`src/rtl/cache_pkg.sv`:
```
// Shared definitions for the cache-to-line-RAM arbiter: widths, FSM encoding,
// requester identifiers and a small saturating-counter helper.
package cache_pkg;

  localparam int ADDR_W   = 32;
  localparam int LINE_W   = 128;
  localparam int OFFSET_W = 4;   // 16-byte lines

  // FSM state encoding
  localparam logic [2:0] ST_IDLE     = 3'd0;
  localparam logic [2:0] ST_RD_ISSUE = 3'd1;
  localparam logic [2:0] ST_RD_WAIT  = 3'd2;
  localparam logic [2:0] ST_WB_ISSUE = 3'd3;
  localparam logic [2:0] ST_RESP     = 3'd4;

  typedef enum logic [2:0] {
    IDLE     = ST_IDLE,
    RD_ISSUE = ST_RD_ISSUE,
    RD_WAIT  = ST_RD_WAIT,
    WB_ISSUE = ST_WB_ISSUE,
    RESP     = ST_RESP
  } state_e;

  // Requester identifiers; also the bit positions in the arbiter req/gnt vectors
  localparam logic ICACHE = 1'b0;
  localparam logic DCACHE = 1'b1;

  // 8-bit increment that sticks at all-ones instead of wrapping
  function automatic logic [7:0] sat_inc8(input logic [7:0] v);
    return (v == 8'hFF) ? v : v + 8'd1;
  endfunction

endpackage

```
`src/rtl/mem_arbiter_rr_arb2.sv`:
```
// Two-requester round-robin arbiter. On a tie the requester that did not win
// last time is granted; the last-grant register only moves when advance_i is
// high and something was granted.
module rr_arb2
  import cache_pkg::*;
(
  input  logic       clk,
  input  logic       rst_n,
  input  logic [1:0] req_i,
  input  logic       advance_i,
  output logic [1:0] gnt_o
);

  logic last_q;

  // One-hot grant: a lone requester wins, a tie goes to the one not served last
  always_comb begin
    gnt_o = 2'b00;
    if (req_i[ICACHE] && req_i[DCACHE]) begin
      gnt_o = (last_q == DCACHE) ? 2'b01 : 2'b10;
    end else begin
      gnt_o = req_i;
    end
  end

  // Remember the last winner; reset favours Icache on the first tie
  always_ff @(posedge clk or negedge rst_n) begin
    if (!rst_n) begin
      last_q <= DCACHE;
    end else if (advance_i && (gnt_o != 2'b00)) begin
      last_q <= gnt_o[DCACHE] ? DCACHE : ICACHE;
    end
  end

endmodule

```
`src/rtl/mem_arbiter.sv`:
```
// Serialises Icache refills, Dcache refills and Dcache writebacks onto one
// line-wide RAM port. Addresses/data are latched at grant and held for the
// whole transfer; read data and completion pulses are routed back to the
// winner. Reads that never see ram_ready_i are released after TIMEOUT cycles
// with zero data and a sticky error flag.
module mem_arbiter
  import cache_pkg::*;
#(
  parameter int ADDR_W  = cache_pkg::ADDR_W,
  parameter int LINE_W  = cache_pkg::LINE_W,
  parameter int TIMEOUT = 15
) (
  input  logic              clk,
  input  logic              rst_n,
  input  logic              icache_rd_req_i,
  input  logic [ADDR_W-1:0] icache_rd_addr_i,
  output logic [LINE_W-1:0] icache_data_o,
  output logic              icache_ready_o,
  input  logic              dcache_rd_req_i,
  input  logic [ADDR_W-1:0] dcache_rd_addr_i,
  input  logic              dcache_wb_req_i,
  input  logic [ADDR_W-1:0] dcache_wb_addr_i,
  input  logic [LINE_W-1:0] dcache_wb_data_i,
  output logic [LINE_W-1:0] dcache_data_o,
  output logic              dcache_ready_o,
  output logic              ram_rd_req_o,
  output logic [ADDR_W-1:0] ram_rd_addr_o,
  output logic              ram_wb_req_o,
  output logic [ADDR_W-1:0] ram_wb_addr_o,
  output logic [LINE_W-1:0] ram_wb_data_o,
  input  logic [LINE_W-1:0] ram_data_i,
  input  logic              ram_ready_i,
  output logic              timeout_err_o
);

  localparam logic [7:0]        TIMEOUT_C  = 8'(TIMEOUT);
  localparam logic [ADDR_W-1:0] ALIGN_MASK = {{(ADDR_W-OFFSET_W){1'b1}}, {OFFSET_W{1'b0}}};

  state_e            state_q;
  logic              owner_q;
  logic [7:0]        wait_cnt_q;
  logic [7:0]        wait_cnt_d;
  logic              ram_rd_req_q;
  logic              ram_wb_req_q;
  logic [ADDR_W-1:0] rd_addr_q;
  logic [ADDR_W-1:0] wb_addr_q;
  logic [LINE_W-1:0] wb_data_q;
  logic [LINE_W-1:0] icache_data_q;
  logic [LINE_W-1:0] dcache_data_q;
  logic              icache_ready_q;
  logic              dcache_ready_q;
  logic              timeout_err_q;

  logic [1:0]        arb_req;
  logic [1:0]        arb_gnt;
  logic              arb_advance;

  assign arb_req[ICACHE] = icache_rd_req_i;
  assign arb_req[DCACHE] = dcache_wb_req_i | dcache_rd_req_i;
  assign arb_advance     = (state_q == IDLE);

  rr_arb2 u_rr_arb2 (
    .clk       (clk),
    .rst_n     (rst_n),
    .req_i     (arb_req),
    .advance_i (arb_advance),
    .gnt_o     (arb_gnt)
  );

  // Saturating next value of the RAM wait counter
  always_comb begin
    wait_cnt_d = sat_inc8(wait_cnt_q);
  end

  // Transfer sequencer; every output is a register written on state entry
  always_ff @(posedge clk or negedge rst_n) begin
    if (!rst_n) begin
      state_q        <= IDLE;
      owner_q        <= ICACHE;
      wait_cnt_q     <= '0;
      ram_rd_req_q   <= 1'b0;
      ram_wb_req_q   <= 1'b0;
      rd_addr_q      <= '0;
      wb_addr_q      <= '0;
      wb_data_q      <= '0;
      icache_data_q  <= '0;
      dcache_data_q  <= '0;
      icache_ready_q <= 1'b0;
      dcache_ready_q <= 1'b0;
      timeout_err_q  <= 1'b0;
    end else begin
      // strobes and completion pulses are single-cycle by default
      ram_rd_req_q   <= 1'b0;
      ram_wb_req_q   <= 1'b0;
      icache_ready_q <= 1'b0;
      dcache_ready_q <= 1'b0;
      case (state_q)
        IDLE: begin
          if (arb_gnt[DCACHE]) begin
            owner_q <= DCACHE;
            // a pending writeback always goes before the Dcache refill
            if (dcache_wb_req_i) begin
              wb_addr_q    <= dcache_wb_addr_i & ALIGN_MASK;
              wb_data_q    <= dcache_wb_data_i;
              ram_wb_req_q <= 1'b1;
              state_q      <= WB_ISSUE;
            end else begin
              rd_addr_q    <= dcache_rd_addr_i & ALIGN_MASK;
              ram_rd_req_q <= 1'b1;
              state_q      <= RD_ISSUE;
            end
          end else if (arb_gnt[ICACHE]) begin
            owner_q      <= ICACHE;
            rd_addr_q    <= icache_rd_addr_i & ALIGN_MASK;
            ram_rd_req_q <= 1'b1;
            state_q      <= RD_ISSUE;
          end
        end
        RD_ISSUE: begin
          wait_cnt_q <= '0;
          state_q    <= RD_WAIT;
        end
        RD_WAIT: begin
          if (ram_ready_i) begin
            if (owner_q == DCACHE) begin
              dcache_data_q  <= ram_data_i;
              dcache_ready_q <= 1'b1;
            end else begin
              icache_data_q  <= ram_data_i;
              icache_ready_q <= 1'b1;
            end
            state_q <= RESP;
          end else begin
            wait_cnt_q <= wait_cnt_d;
            // give up: release the requester with a zero line
            if (wait_cnt_d == TIMEOUT_C) begin
              timeout_err_q <= 1'b1;
              if (owner_q == DCACHE) begin
                dcache_data_q  <= '0;
                dcache_ready_q <= 1'b1;
              end else begin
                icache_data_q  <= '0;
                icache_ready_q <= 1'b1;
              end
              state_q <= RESP;
            end
          end
        end
        WB_ISSUE: begin
          // the RAM completes writes in the strobe cycle, so acknowledge now
          dcache_ready_q <= 1'b1;
          state_q        <= RESP;
        end
        RESP: begin
          state_q <= IDLE;
        end
        default: begin
          state_q <= IDLE;
        end
      endcase
    end
  end

  assign ram_rd_req_o   = ram_rd_req_q;
  assign ram_rd_addr_o  = rd_addr_q;
  assign ram_wb_req_o   = ram_wb_req_q;
  assign ram_wb_addr_o  = wb_addr_q;
  assign ram_wb_data_o  = wb_data_q;
  assign icache_data_o  = icache_data_q;
  assign icache_ready_o = icache_ready_q;
  assign dcache_data_o  = dcache_data_q;
  assign dcache_ready_o = dcache_ready_q;
  assign timeout_err_o  = timeout_err_q;

endmodule

```
`config.mk`:
```
export PLATFORM = sky130hd
export DESIGN_NAME = mem_arbiter
export DESIGN_NICKNAME = d
export VERILOG_FILES = /design/src/rtl/cache_pkg.sv /design/src/rtl/mem_arbiter_rr_arb2.sv /design/src/rtl/mem_arbiter.sv
export SDC_FILE = /design/constraint.sdc
export NUM_CORES = 1
export LEC_CHECK = 0
export CAP_MARGIN = 20
export CORE_AREA = 2 2 320 322
export CTS_CLUSTER_SIZE = 16
export DETAILED_ROUTE_END_ITERATION = 10
export DIE_AREA = 0 0 322 324
export DONT_BUFFER_PORTS = 1
export GPL_TIMING_DRIVEN = 0
export SYNTH_ARGS = -nofsm -noshare
export SYNTH_HDL_FRONTEND = slang
export SYNTH_SLANG_ARGS = --single-unit
```
`constraint.sdc`:
```
create_clock -name clk -period 3.8 [get_ports clk]
set_clock_uncertainty 0.2 [all_clocks]
set_input_delay 0.76 -clock clk [delete_from_list [all_inputs] [get_ports clk]]
set_output_delay 0.76 -clock clk [all_outputs]
set_load 0.03 [all_outputs]
```
==> qor_table.md <==
| Parameter | Value | Unit |
| --- | --- | --- |
| Cell type with the largest total area after synthesis | sky130_fd_sc_hd__dfrtp_1 | - |
| Overflow left after global routing | 0 | - |
| Count of endpoints failing hold in the final timing report | 457 | - |
| Element type at the critical path end | register | - |
| Critical path peak fanout | 11 | - |
| I/O Buffers | 0 | - |
| CTS H-Tree Depth | 2 | - |
| Clk sinks | 458 | - |
| Setup TNS | 0 | ns |
| CTS tree | done | - |
| Count of final setup violators | 0 | - |
| Violation count after the first detailed-route iteration | 987 | - |
| Worst hold slack across all endpoints | -0.380 | ns |
| Slew at the pin with the worst max-slew slack | 1.13 | ns |
| Cells traversed along the worst timing path | nor3_1 -> and2_1 -> clkbuf_1 -> buf_1 -> nor2_1 -> a21oi_1 | - |
| Longest individual stage delay on the worst path | 0.90 | ns |
| Violated checks | hold timing | - |
| Relative slew slack | 24.9 | % |
| Worst hold path type | input port to asynchronous set/reset pin | - |
| Startpoint class of the critical path | register | - |
| Share of post-route cells with drive strength above 1 | 26.8 | % |
| Count of unique library cells instantiated by Yosys | 46 | - |
| First-pass iteration count of the detailed router | 5 | - |
| Cell count after synthesis | 1705 | - |
| Power density over the cells | 966 | nW/µm² |
| Clk root buf | sky130_fd_sc_hd__clkbuf_16 | - |
| Avg WL per Cell | 25.8 | µm |
| Unrepaired setup endpoints after global routing | false | - |
| Number of enable-type register cells in the synthesized netlist | 0 | - |
| Share of synthesized registers carrying an async set or reset | 100 | % |
| Ranking of synthesized cells by area | sky130_fd_sc_hd__dfrtp_1 55%, sky130_fd_sc_hd__o2bb2ai_2 14%, sky130_fd_sc_hd__mux2_2 8.5% | - |
| Tmin final | 3.29 | ns |
| Antenna violations before repair | 17 | - |
| # Max-Cap Violations | 0 | - |
| Top-level port count | 811 | - |
| Row Count | 117 | - |
| Count of pins over their slew limit | 0 | - |
| Final Power | 23.6 | mW |
| Required time at the worst-slack endpoint | 4.15 | ns |
| Floorplan die width | 322 | µm |
| Highest achievable clock rate | 304 | MHz |
| DR vias/cell | 4.64 | - |
| Cell area after synthesis | 20800 | µm² |
| Routed wire length | 80800 | µm |
| Peak VDD IR | 560 | µV |
| Core Util, Final | 24.2 | % |
| Die Outline Area | 104000 | µm² |
| Synth-to-layout area growth | 17.2 | % |
| Source-to-sink clock delay at the later pin of the worst-skew pair | 0.63 | ns |
| Crit Path Class | register to register | - |
| Reg2reg path depth | 6 | - |
| Main synth FF type | sky130_fd_sc_hd__dfrtp_1 | - |
| Post-placement cell count | 3027 | - |
| Average size of a mapped cell | 12.2 | µm² |
| Post-route DRC violation count | 0 | - |
| Via count of the first global-routing pass | 14100 | - |
| Number of CTS-inserted buffers | 54 | - |
| CP Capture Point | ram_rd_addr_o[30]$_DFFE_PN0P_ | - |
| Crit-path slowest cell | sky130_fd_sc_hd__buf_1 | - |
| Placer's final routability congestion estimate | 0.988 | - |
| Synthesis warning total | 0 | - |
| Effective utilization at floorplan | 20.6 | % |
| Sequential-to-total area share from yosys stat | 55.0 | % |
| Largest net degree at the start of global routing | 459 | - |
| Global-route wire length before repair | 110000 | µm |
| Buffers from clock root to sink, at most | 3 | - |
| Crit path launch | state_q[2]$_DFFE_PN0P_ | - |
| Most repeated cell in the gate-level netlist after synthesis | sky130_fd_sc_hd__dfrtp_1 | - |
| HPWL after DPL | 62500 | µm |
| Fraction of the cycle the final worst path needs | 86.5 | % |
| Fraction of post-synthesis cell area in the top cell type by area | 54.9 | % |
| Number of gates resized after CTS | 0 | - |
| Total Routing Usage GR | 14.7 | % |
| Most common library cells after synthesis | 457 x sky130_fd_sc_hd__dfrtp_1, 295 x sky130_fd_sc_hd__nor2_1, 294 x sky130_fd_sc_hd__a21oi_1, 200 x sky130_fd_sc_hd__o2bb2ai_2, 157 x sky130_fd_sc_hd__mux2_2 | - |
| DIE HEIGHT | 324 | µm |
| Slack of the worst reg-to-reg path | 0.51 | ns |
| Reg-to-reg critical path endpoint | ram_rd_addr_o[30]$_DFFE_PN0P_ | - |
| R2r startpoint | state_q[2]$_DFFE_PN0P_ | - |
| Reported leakage power | 8.96 | nW |
| Seq cells post-synth | 458 | - |
| Finished Layout Cells | 3128 | - |
| Final net count | 2133 | - |
| Result of the run | complete, but fails checks | - |
| Clock-pin slew of the registers on the worst-case setup and hold paths | 0.07 | ns |
| Placeable Area | 101000 | µm² |
| Via count | 14500 | - |
| Data arrival time of the worst path | 3.64 | ns |
| DRT antenna net count | 0 | - |
| Buffers inserted during post-CTS setup optimization | 0 | - |
[final cells by class]
| cell class | instances | area (µm²) |
|---|---|---|
| inverters | 3 | 11.3 |
| plain buffers | 154 | 861 |
| fillers | 10600 | 76600 |
| clock buffers | 76 | 1530 |
| multi-input cells | 1097 | 8540 |
| flip-flops and latches | 458 | 11500 |
| well taps | 1309 | 1640 |
| clock inverters | 19 | 251 |
| repair buffers | 6 | 115 |
| diodes | 6 | 15.0 |
[routing by layer]
| layer | part of all wire, % | track usage (%) | vias up | routed length (µm) |
|---|---|---|---|---|
| li1 | - | - | 6303 | - |
| met1 | 42 | 18.8 | 7451 | 33700 |
| met2 | 44 | 21.7 | 639 | 35900 |
| met3 | 12 | 7.57 | 105 | 9670 |
| met4 | 1.8 | 3.41 | 10 | 1490 |
| met5 | 0.080 | 0 | - | 65 |
[per-stage QoR]
step                instance area (µm²)  hold slack (ns)  worst slack [ns]
floorplan                         20900            0.254              1.13
global placement                  22500            0.269             0.194
detailed placement                22600            0.271             0.200
CTS                               24400           -0.440             0.448
global route                      24400           -0.429             0.314
finish                            24400           -0.380             0.515
[placed cells by master (no fill, tap or decap), types with 2 or more instances in the layout]
cell type,instances
sky130_fd_sc_hd__dfrtp_1,457
sky130_fd_sc_hd__nor2_1,295
sky130_fd_sc_hd__a21oi_1,294
sky130_fd_sc_hd__o2bb2ai_2,200
sky130_fd_sc_hd__mux2_2,157
sky130_fd_sc_hd__clkbuf_1,119
sky130_fd_sc_hd__o2bb2ai_1,56
sky130_fd_sc_hd__clkbuf_16,54
sky130_fd_sc_hd__mux2i_1,29
sky130_fd_sc_hd__buf_8,16
sky130_fd_sc_hd__buf_6,15
sky130_fd_sc_hd__nand2_1,11
sky130_fd_sc_hd__buf_1,10
sky130_fd_sc_hd__clkbuf_8,10
sky130_fd_sc_hd__buf_4,9
sky130_fd_sc_hd__conb_1,8
sky130_fd_sc_hd__diode_2,6
sky130_fd_sc_hd__o21ai_0,6
sky130_fd_sc_hd__clkinv_2,6
sky130_fd_sc_hd__clkinvlp_4,5
sky130_fd_sc_hd__bufinv_16,5
sky130_fd_sc_hd__nor3_1,4
sky130_fd_sc_hd__and3_1,3
sky130_fd_sc_hd__inv_1,3
sky130_fd_sc_hd__o31ai_1,3
sky130_fd_sc_hd__and2_1,2
sky130_fd_sc_hd__o21ai_1,2
sky130_fd_sc_hd__o31a_1,2
sky130_fd_sc_hd__nand3_1,2
sky130_fd_sc_hd__a21o_1,2
sky130_fd_sc_hd__o41ai_1,2
sky130_fd_sc_hd__inv_6,2
sky130_fd_sc_hd__buf_16,2
[cells by family (layout without fill, tap and decap cells)]
group	Yosys count	count (layout)	synth area share, %
AOI/OAI and AO/OA	576	576	24.7
DFF	458	458	55.0
and+or+nand+nor	325	325	6.09
muxes	186	186	9.87
buffers and inverters	157	258	4.18
adders and majority gates	1	1	0.0600
other	1	14	0.0180
xor gates and xnor gates	1	1	0.0420
[registers in the layout (all words and copies together), names as in the netlist]
| register | flops |
|---|---|
| dcache_data_o | 128 |
| icache_data_o | 128 |
| ram_wb_data_o | 128 |
| ram_rd_addr_o | 28 |
| ram_wb_addr_o | 28 |
| wait_cnt_q | 8 |
| state_q | 3 |
| dcache_ready_o | 1 |
| icache_ready_o | 1 |
| owner_q | 1 |
| ram_rd_req_o | 1 |
| ram_wb_req_o | 1 |
| timeout_err_o | 1 |
| u_rr_arb2.last_q | 1 |
[power by group]
part	internal (mW)	leakage, nW	switching [mW]
clock network	3.14	0.862	2.22
registers	6.75	4.76	6.46
logic	2.24	3.34	2.79
total	12.1	8.96	11.5
[worst max-delay path: cells and delay by family, from the launching register on]
kind | cells | cell delay (ns)
buf+inv | 2 | 1.69
simple gates | 3 | 0.64
flops | 1 | 0.46
compound gates | 1 | 0.16
[how the worst min path moves through the flow]
stage                                       startpoint                            end  cells after the start
final                                            rst_n  ram_wb_data_o[92]$_DFFE_PN0P_                      0
after CTS                                        rst_n  ram_wb_data_o[92]$_DFFE_PN0P_                      0
after detailed placement                         rst_n  ram_wb_data_o[92]$_DFFE_PN0P_                      0
after floorplan           u_rr_arb2.last_q$_DFFE_PN1P_   u_rr_arb2.last_q$_DFFE_PN1P_                      2
after global placement                           rst_n  ram_wb_data_o[92]$_DFFE_PN0P_                      0
after global routing                             rst_n  ram_wb_data_o[92]$_DFFE_PN0P_                      0
(Power assumes the default switching activity.)
